<file path="src/rtl/timer_ctrl_if.sv">
// CPU-side register bus of the timer: register select, write strobe and data,
// combinational read data, and the level interrupt request towards CP0.
interface timer_ctrl_if;
   logic [1:0]  addr;
   logic        we;
   logic [31:0] wdata;
   logic [31:0] rdata;
   logic        irq;

   // CPU side drives the bus and consumes read data / interrupt.
   modport master (
      output addr,
      output we,
      output wdata,
      input  rdata,
      input  irq
   );

   // Timer side samples the bus and produces read data / interrupt.
   modport slave (
      input  addr,
      input  we,
      input  wdata,
      output rdata,
      output irq
   );
endinterface

</file>
<file path="src/rtl/timer_ctrl.sv">
// Programmable down-counting timer with CTRL/PRESET/COUNT registers.
// One-shot or auto-reload operation; raises a level interrupt (IM & FLAG)
// when the count expires. CPU writes to CTRL/PRESET always take priority
// over FSM-driven updates of EN and FLAG on the same edge.
module timer_ctrl (
   input  logic        clk,
   input  logic        reset,
   timer_ctrl_if.slave bus
);

   typedef enum logic [1:0] {
      IDLE = 2'd0,
      LOAD = 2'd1,
      CNT  = 2'd2,
      INT  = 2'd3
   } state_t;

   localparam logic [1:0] ADDR_CTRL   = 2'd0;
   localparam logic [1:0] ADDR_PRESET = 2'd1;
   localparam logic [1:0] ADDR_COUNT  = 2'd2;

   state_t      state_q;
   state_t      state_d;

   logic        ctrl_en;
   logic [1:0]  ctrl_mode;
   logic        ctrl_im;
   logic [31:0] preset_q;
   logic [31:0] count_q;
   logic [31:0] count_d;
   logic        flag_q;

   logic        wr_ctrl;
   logic        wr_preset;
   logic        auto_reload;
   logic        fsm_flag_set;
   logic        fsm_flag_clr;
   logic        fsm_en_clr;

   assign wr_ctrl     = bus.we && (bus.addr == ADDR_CTRL);
   assign wr_preset   = bus.we && (bus.addr == ADDR_PRESET);
   assign auto_reload = (ctrl_mode == 2'b01);

   // FSM state register.
   always_ff @(posedge clk or negedge reset) begin
      if (!reset) begin
         state_q <= IDLE;
      end else begin
         state_q <= state_d;
      end
   end

   // Next-state, count update and FSM requests on EN/FLAG.
   always_comb begin
      state_d      = state_q;
      count_d      = count_q;
      fsm_flag_set = 1'b0;
      fsm_flag_clr = 1'b0;
      fsm_en_clr   = 1'b0;
      case (state_q)
         IDLE: begin
            if (ctrl_en) begin
               state_d = LOAD;
            end
         end
         LOAD: begin
            count_d = preset_q;
            state_d = CNT;
         end
         CNT: begin
            if (!ctrl_en) begin
               state_d = IDLE;
            end else if (count_q > 32'd1) begin
               count_d = count_q - 32'd1;
            end else begin
               count_d      = '0;
               fsm_flag_set = 1'b1;
               state_d      = INT;
            end
         end
         INT: begin
            if (auto_reload) begin
               fsm_flag_clr = 1'b1;
               state_d      = LOAD;
            end else begin
               fsm_en_clr = 1'b1;
               state_d    = IDLE;
            end
         end
         default: begin
            state_d = IDLE;
         end
      endcase
   end

   // CTRL register: CPU write beats the one-shot EN clear.
   always_ff @(posedge clk or negedge reset) begin
      if (!reset) begin
         ctrl_en   <= 1'b0;
         ctrl_mode <= '0;
         ctrl_im   <= 1'b0;
      end else if (wr_ctrl) begin
         ctrl_en   <= bus.wdata[0];
         ctrl_mode <= bus.wdata[2:1];
         ctrl_im   <= bus.wdata[3];
      end else if (fsm_en_clr) begin
         ctrl_en <= 1'b0;
      end
   end

   // PRESET register: only consumed at LOAD, so mid-count writes do not touch COUNT.
   always_ff @(posedge clk or negedge reset) begin
      if (!reset) begin
         preset_q <= '0;
      end else if (wr_preset) begin
         preset_q <= bus.wdata;
      end
   end

   // COUNT register: owned entirely by the FSM, never CPU-writable.
   always_ff @(posedge clk or negedge reset) begin
      if (!reset) begin
         count_q <= '0;
      end else begin
         count_q <= count_d;
      end
   end

   // FLAG: any CTRL/PRESET write clears it and wins over an FSM set.
   always_ff @(posedge clk or negedge reset) begin
      if (!reset) begin
         flag_q <= 1'b0;
      end else if (wr_ctrl || wr_preset) begin
         flag_q <= 1'b0;
      end else if (fsm_flag_set) begin
         flag_q <= 1'b1;
      end else if (fsm_flag_clr) begin
         flag_q <= 1'b0;
      end
   end

   assign bus.irq = ctrl_im & flag_q;

   // Zero-latency read mux; unmapped address reads as zero.
   always_comb begin
      bus.rdata = '0;
      case (bus.addr)
         ADDR_CTRL:   bus.rdata = {28'd0, ctrl_im, ctrl_mode, ctrl_en};
         ADDR_PRESET: bus.rdata = preset_q;
         ADDR_COUNT:  bus.rdata = count_q;
         default:     bus.rdata = '0;
      endcase
   end

endmodule
</file>
<file path="src/flat_wrapper.sv">
// flat-port wrapper written by rule: the top's interface ports become plain ports
module timer_ctrl_flat 
  (clk, reset, bus_addr, bus_we, bus_wdata, bus_rdata, bus_irq);
  timer_ctrl_if bus_i ();
  input  logic clk;
  input  logic reset;
  input wire logic [$bits(bus_i.addr)-1:0] bus_addr;
  input wire logic [$bits(bus_i.we)-1:0] bus_we;
  input wire logic [$bits(bus_i.wdata)-1:0] bus_wdata;
  output wire logic [$bits(bus_i.rdata)-1:0] bus_rdata;
  output wire logic [$bits(bus_i.irq)-1:0] bus_irq;
  assign bus_i.addr = bus_addr;
  assign bus_i.we = bus_we;
  assign bus_i.wdata = bus_wdata;
  assign bus_rdata = bus_i.rdata;
  assign bus_irq = bus_i.irq;
  timer_ctrl u_core (.clk(clk), .reset(reset), .bus(bus_i));
endmodule
</file>
<file path="config.mk">
export PLATFORM = sky130hd
export DESIGN_NAME = timer_ctrl_flat
export DESIGN_NICKNAME = d
export VERILOG_FILES = /design/src/rtl/timer_ctrl_if.sv /design/src/rtl/timer_ctrl.sv /design/src/flat_wrapper.sv
export SDC_FILE = /design/constraint.sdc
export NUM_CORES = 1
export LEC_CHECK = 0
export ABC_AREA = 1
export CORE_MARGIN = 3
export CORE_UTILIZATION = 34
export DETAILED_ROUTE_END_ITERATION = 16
export MAX_ROUTING_LAYER = met4
export PLACE_DENSITY = 0.63
export SETUP_SLACK_MARGIN = 0.02
export SLEW_MARGIN = 15
export SYNTH_ARGS = -nofsm -noshare
export SYNTH_HDL_FRONTEND = slang
export SYNTH_SLANG_ARGS = --single-unit
</file>
<file path="constraint.sdc">
create_clock -name clk -period 2.4 [get_ports clk]
set_input_delay 0.48 -clock clk [delete_from_list [all_inputs] [get_ports clk]]
set_output_delay 0.48 -clock clk [all_outputs]
set_load 0.02 [all_outputs]
</file>
==> results.cfg <==
[status]
status = complete, no violations

[critical_path]
crit_type = input pin to output pin
startpoint_type = input pin
rr_startpoint = u_core.count_q[0]$_DFFE_PN0P_
cp-startpoint = bus_addr[0]
required_ns = 1.92
worstPathMaxFanout = 33
critPathArrivalTime_ns = 1.81
end_kind = output pin

[layout]
area.sequential_um2 = 1777
multi_input_comb_area_um2 = 2305
diodes = 0
fin_util_pct = 43.77
layout_common_cells = nand2_1 (132), nor2_1 (96), dfrtp_1 (71)
drive_gt1_share_pct = 18.84
nNetsFinal = 689
final_common_cell = nand2_1
synthToLayoutAreaGrowth_pct = 22.50
nFillCells = 1298

[yosys]
synth-async-reset-ratio_pct = 100.0
postSynthAreaPerCell_um2 = 7.533
synthDistinctLibCells = 30
synth_seq_cells = 71
synth_adder_area_share_pct = 0.5688
synth_area_leaders = dfrtp_1 (40%), nand2_1 (11%), nor2_1 (8.2%)
synthXorXnorAreaFrac_pct = 2.787
synth_top_family_by_area = simple AND/OR/NAND/NOR gates
synthMuxAreaShare_pct = 6.911
synthesis.nets = 623
synth_compound_area_share_pct = 14.65
synthSimpleGateAreaFrac_pct = 27.47
synth_top_area_share_pct = 40.39
syn_area_um2 = 4399
synth_seq_area_share_pct = 40.39
synth_flop_cell = dfrtp_1
synth_edf_count = 0
yosys.area.top_type = dfrtp_1
synth_cells = 584
ys_warn_count = 0

[routing]
post_drt_via_cell_ratio = 4.753
drt-initial-drc-count = 198
wl_per_cell_um = 14.78
routed_wl_mm = 12.14
drtAntennaViolNets = 0
drc = 0
drtPass1Iterations = 4
num_vias = 3902

[floorplanning]
die_w_um = 119.8
row_count = 40
ioPinCount = 70
core_um2 = 12310
start_util_pct = 35.73
dieArea_um2 = 14340
die_y_um = 119.8

[clocking]
numCtsBuffers = 9
cts_sinks = 71
clock-root-buffer = clkbuf_16
post-cts-setup-buffer-count = 0
clk_latency_ns = 0.33
cts_buffer_depth = 2
hold_buffers = 0
cts_tree = built
path_clk_slew_ns = 0.05
h-tree-depth = 3

[sta]
worstMarginPinSlew_ns = 0.5827
setup_viol_count_final = 0
finalMaxSlewViolations = 0
setup_tns_ns = 0
fin_crit_ns = 2.286
rsz0062_at_grt = false
clock.fmax_ghz = 0.4375
finalHoldViolations = 0
finalCritPeriodShare_pct = 95.24
max_slew_margin_pct = 61.09
finClkSkew_ns = 0.006686

[global_route]
grt_pass1_vias = 3975
top_usage_layer = met2
grt_pass1_wl_mm = 20.58
grtUsageMet1_pct = 25.19
grt.met3_usage_pct = 2.875
grtUsageTotal_pct = 18.42
use_met2_pct = 28.74
antenna_found_initial = 0
grt_max_degree = 72
overflow = 0

[power]
clockPowerShare_pct = 20.6
vdd_drop_max_mv = 0.3432
pwr-share-seq_pct = 37.2
switching_share_pct = 43.82
leakage_nw = 2.407
fin_total_pwr_w = 0.005609
p_int_w = 0.003151
p_sw_w = 0.002458
power_density_nw_per_um2 = 1041
pwr-share-comb_pct = 42.2

[place]
hpwl_mm = 8.740
io_buffers = 69
finalWeightedCongestion = 0.9167

[min_path]
hold_class = input pin to async pin

[run]
max-cap-violations = 0
==> critical path, stage by stage <==
cell             delay (ns)
clkdlybuf4s50_1        0.49
inv_2                  0.05
nor2_2                 0.12
buf_12                 0.21
nand2_1                0.06
o21ai_0                0.07
clkdlybuf4s15_1        0.32
==> synth_stat cells, drive strengths merged (8+ instances only) <==
| library cell | instances |
|---|---|
| nand3 | 9 |
| inv | 55 |
| buf | 8 |
| nand4 | 10 |
| a21oi | 61 |
| xor2 | 14 |
| o21ai | 47 |
| mux2 | 27 |
| nor2 | 108 |
| dfrtp | 71 |
| clkbuf | 13 |
| nand2 | 149 |
==> logic make-up after synthesis <==
kind of cell,count (synthesis)
flip-flops,71
buffers and inverters,77
AO/OA/AOI/OAI,116
AND/OR/NAND/NOR,277
adder cells (fa/ha/maj),2
XOR/XNOR,14
multiplexers,27
==> final timing paths <==
check	cells past startpoint	slack, ns	to
max in group asynchronous	2	1.91	u_core.count_q[20]$_DFFE_PN0P_
worst min register to register	2	0.51	u_core.ctrl_mode[0]$_DFFE_PN0P_
min in group clk	2	0.51	u_core.ctrl_mode[0]$_DFFE_PN0P_
worst max register to register	11	0.44	u_core.count_q[22]$_DFFE_PN0P_
worst min-delay path	2	0.19	u_core.preset_q[2]$_DFFE_PN0P_
worst max-delay path	7	0.11	bus_rdata[6]
==> metal layers <==
layer	routed length (um)	part of all wire, %	vias up
li1	-	-	2006
met5	0	0	-
met2	5674	47	75
met3	418	3.4	4
met1	6003	49	1817
met4	38	0.31	0
==> cell type report <==
type / instances / share of cell area, %
clock inverters: 2 / 0.1857
inverters: 56 / 3.947
repair buffers: 76 / 11.84
multi-input cells: 436 / 42.77
well taps: 168 / 3.901
clock buffers: 12 / 4.388
flip-flops and latches: 71 / 32.97
==> through the flow <==
stage	instance area (um2)	hold slack (ns)	cells	worst slack, ns
3_5_place_dp	5293	0.5017	807	-0.2965
6_report	5389	0.1933	821	0.1141
3_3_place_gp	5293	0.4985	807	-0.2974
5_1_grt	5389	0.2195	821	0.02042
2_1_floorplan	4399	0.1844	584	0.6413
4_1_cts	5503	0.1958	821	0.03012
==> repair_timing <==
action,CTS,global route
pin swaps,0,0
endpoints found under the setup margin,32,32
resized for setup,36,85
==> power by group through the flow <==
stage               clock, W  sequential, W  combinational [W]
finish               0.00115        0.00209            0.00237
global route         0.00124        0.00216            0.00271
CTS                  0.00120        0.00209            0.00243
detailed placement         0        0.00211            0.00249
global placement           0        0.00209            0.00244
floorplan                  0        0.00197            0.00183
==> state kept, by name, indices dropped and copies added, names as in the netlist <==
| register | count |
|---|---|
| u_core.count_q | 32 |
| u_core.ctrl_en | 1 |
| u_core.ctrl_im | 1 |
| u_core.ctrl_mode | 2 |
| u_core.flag_q | 1 |
| u_core.preset_q | 32 |
| u_core.state_q | 2 |
No activity file was read; power rests on OpenSTA's default activity.
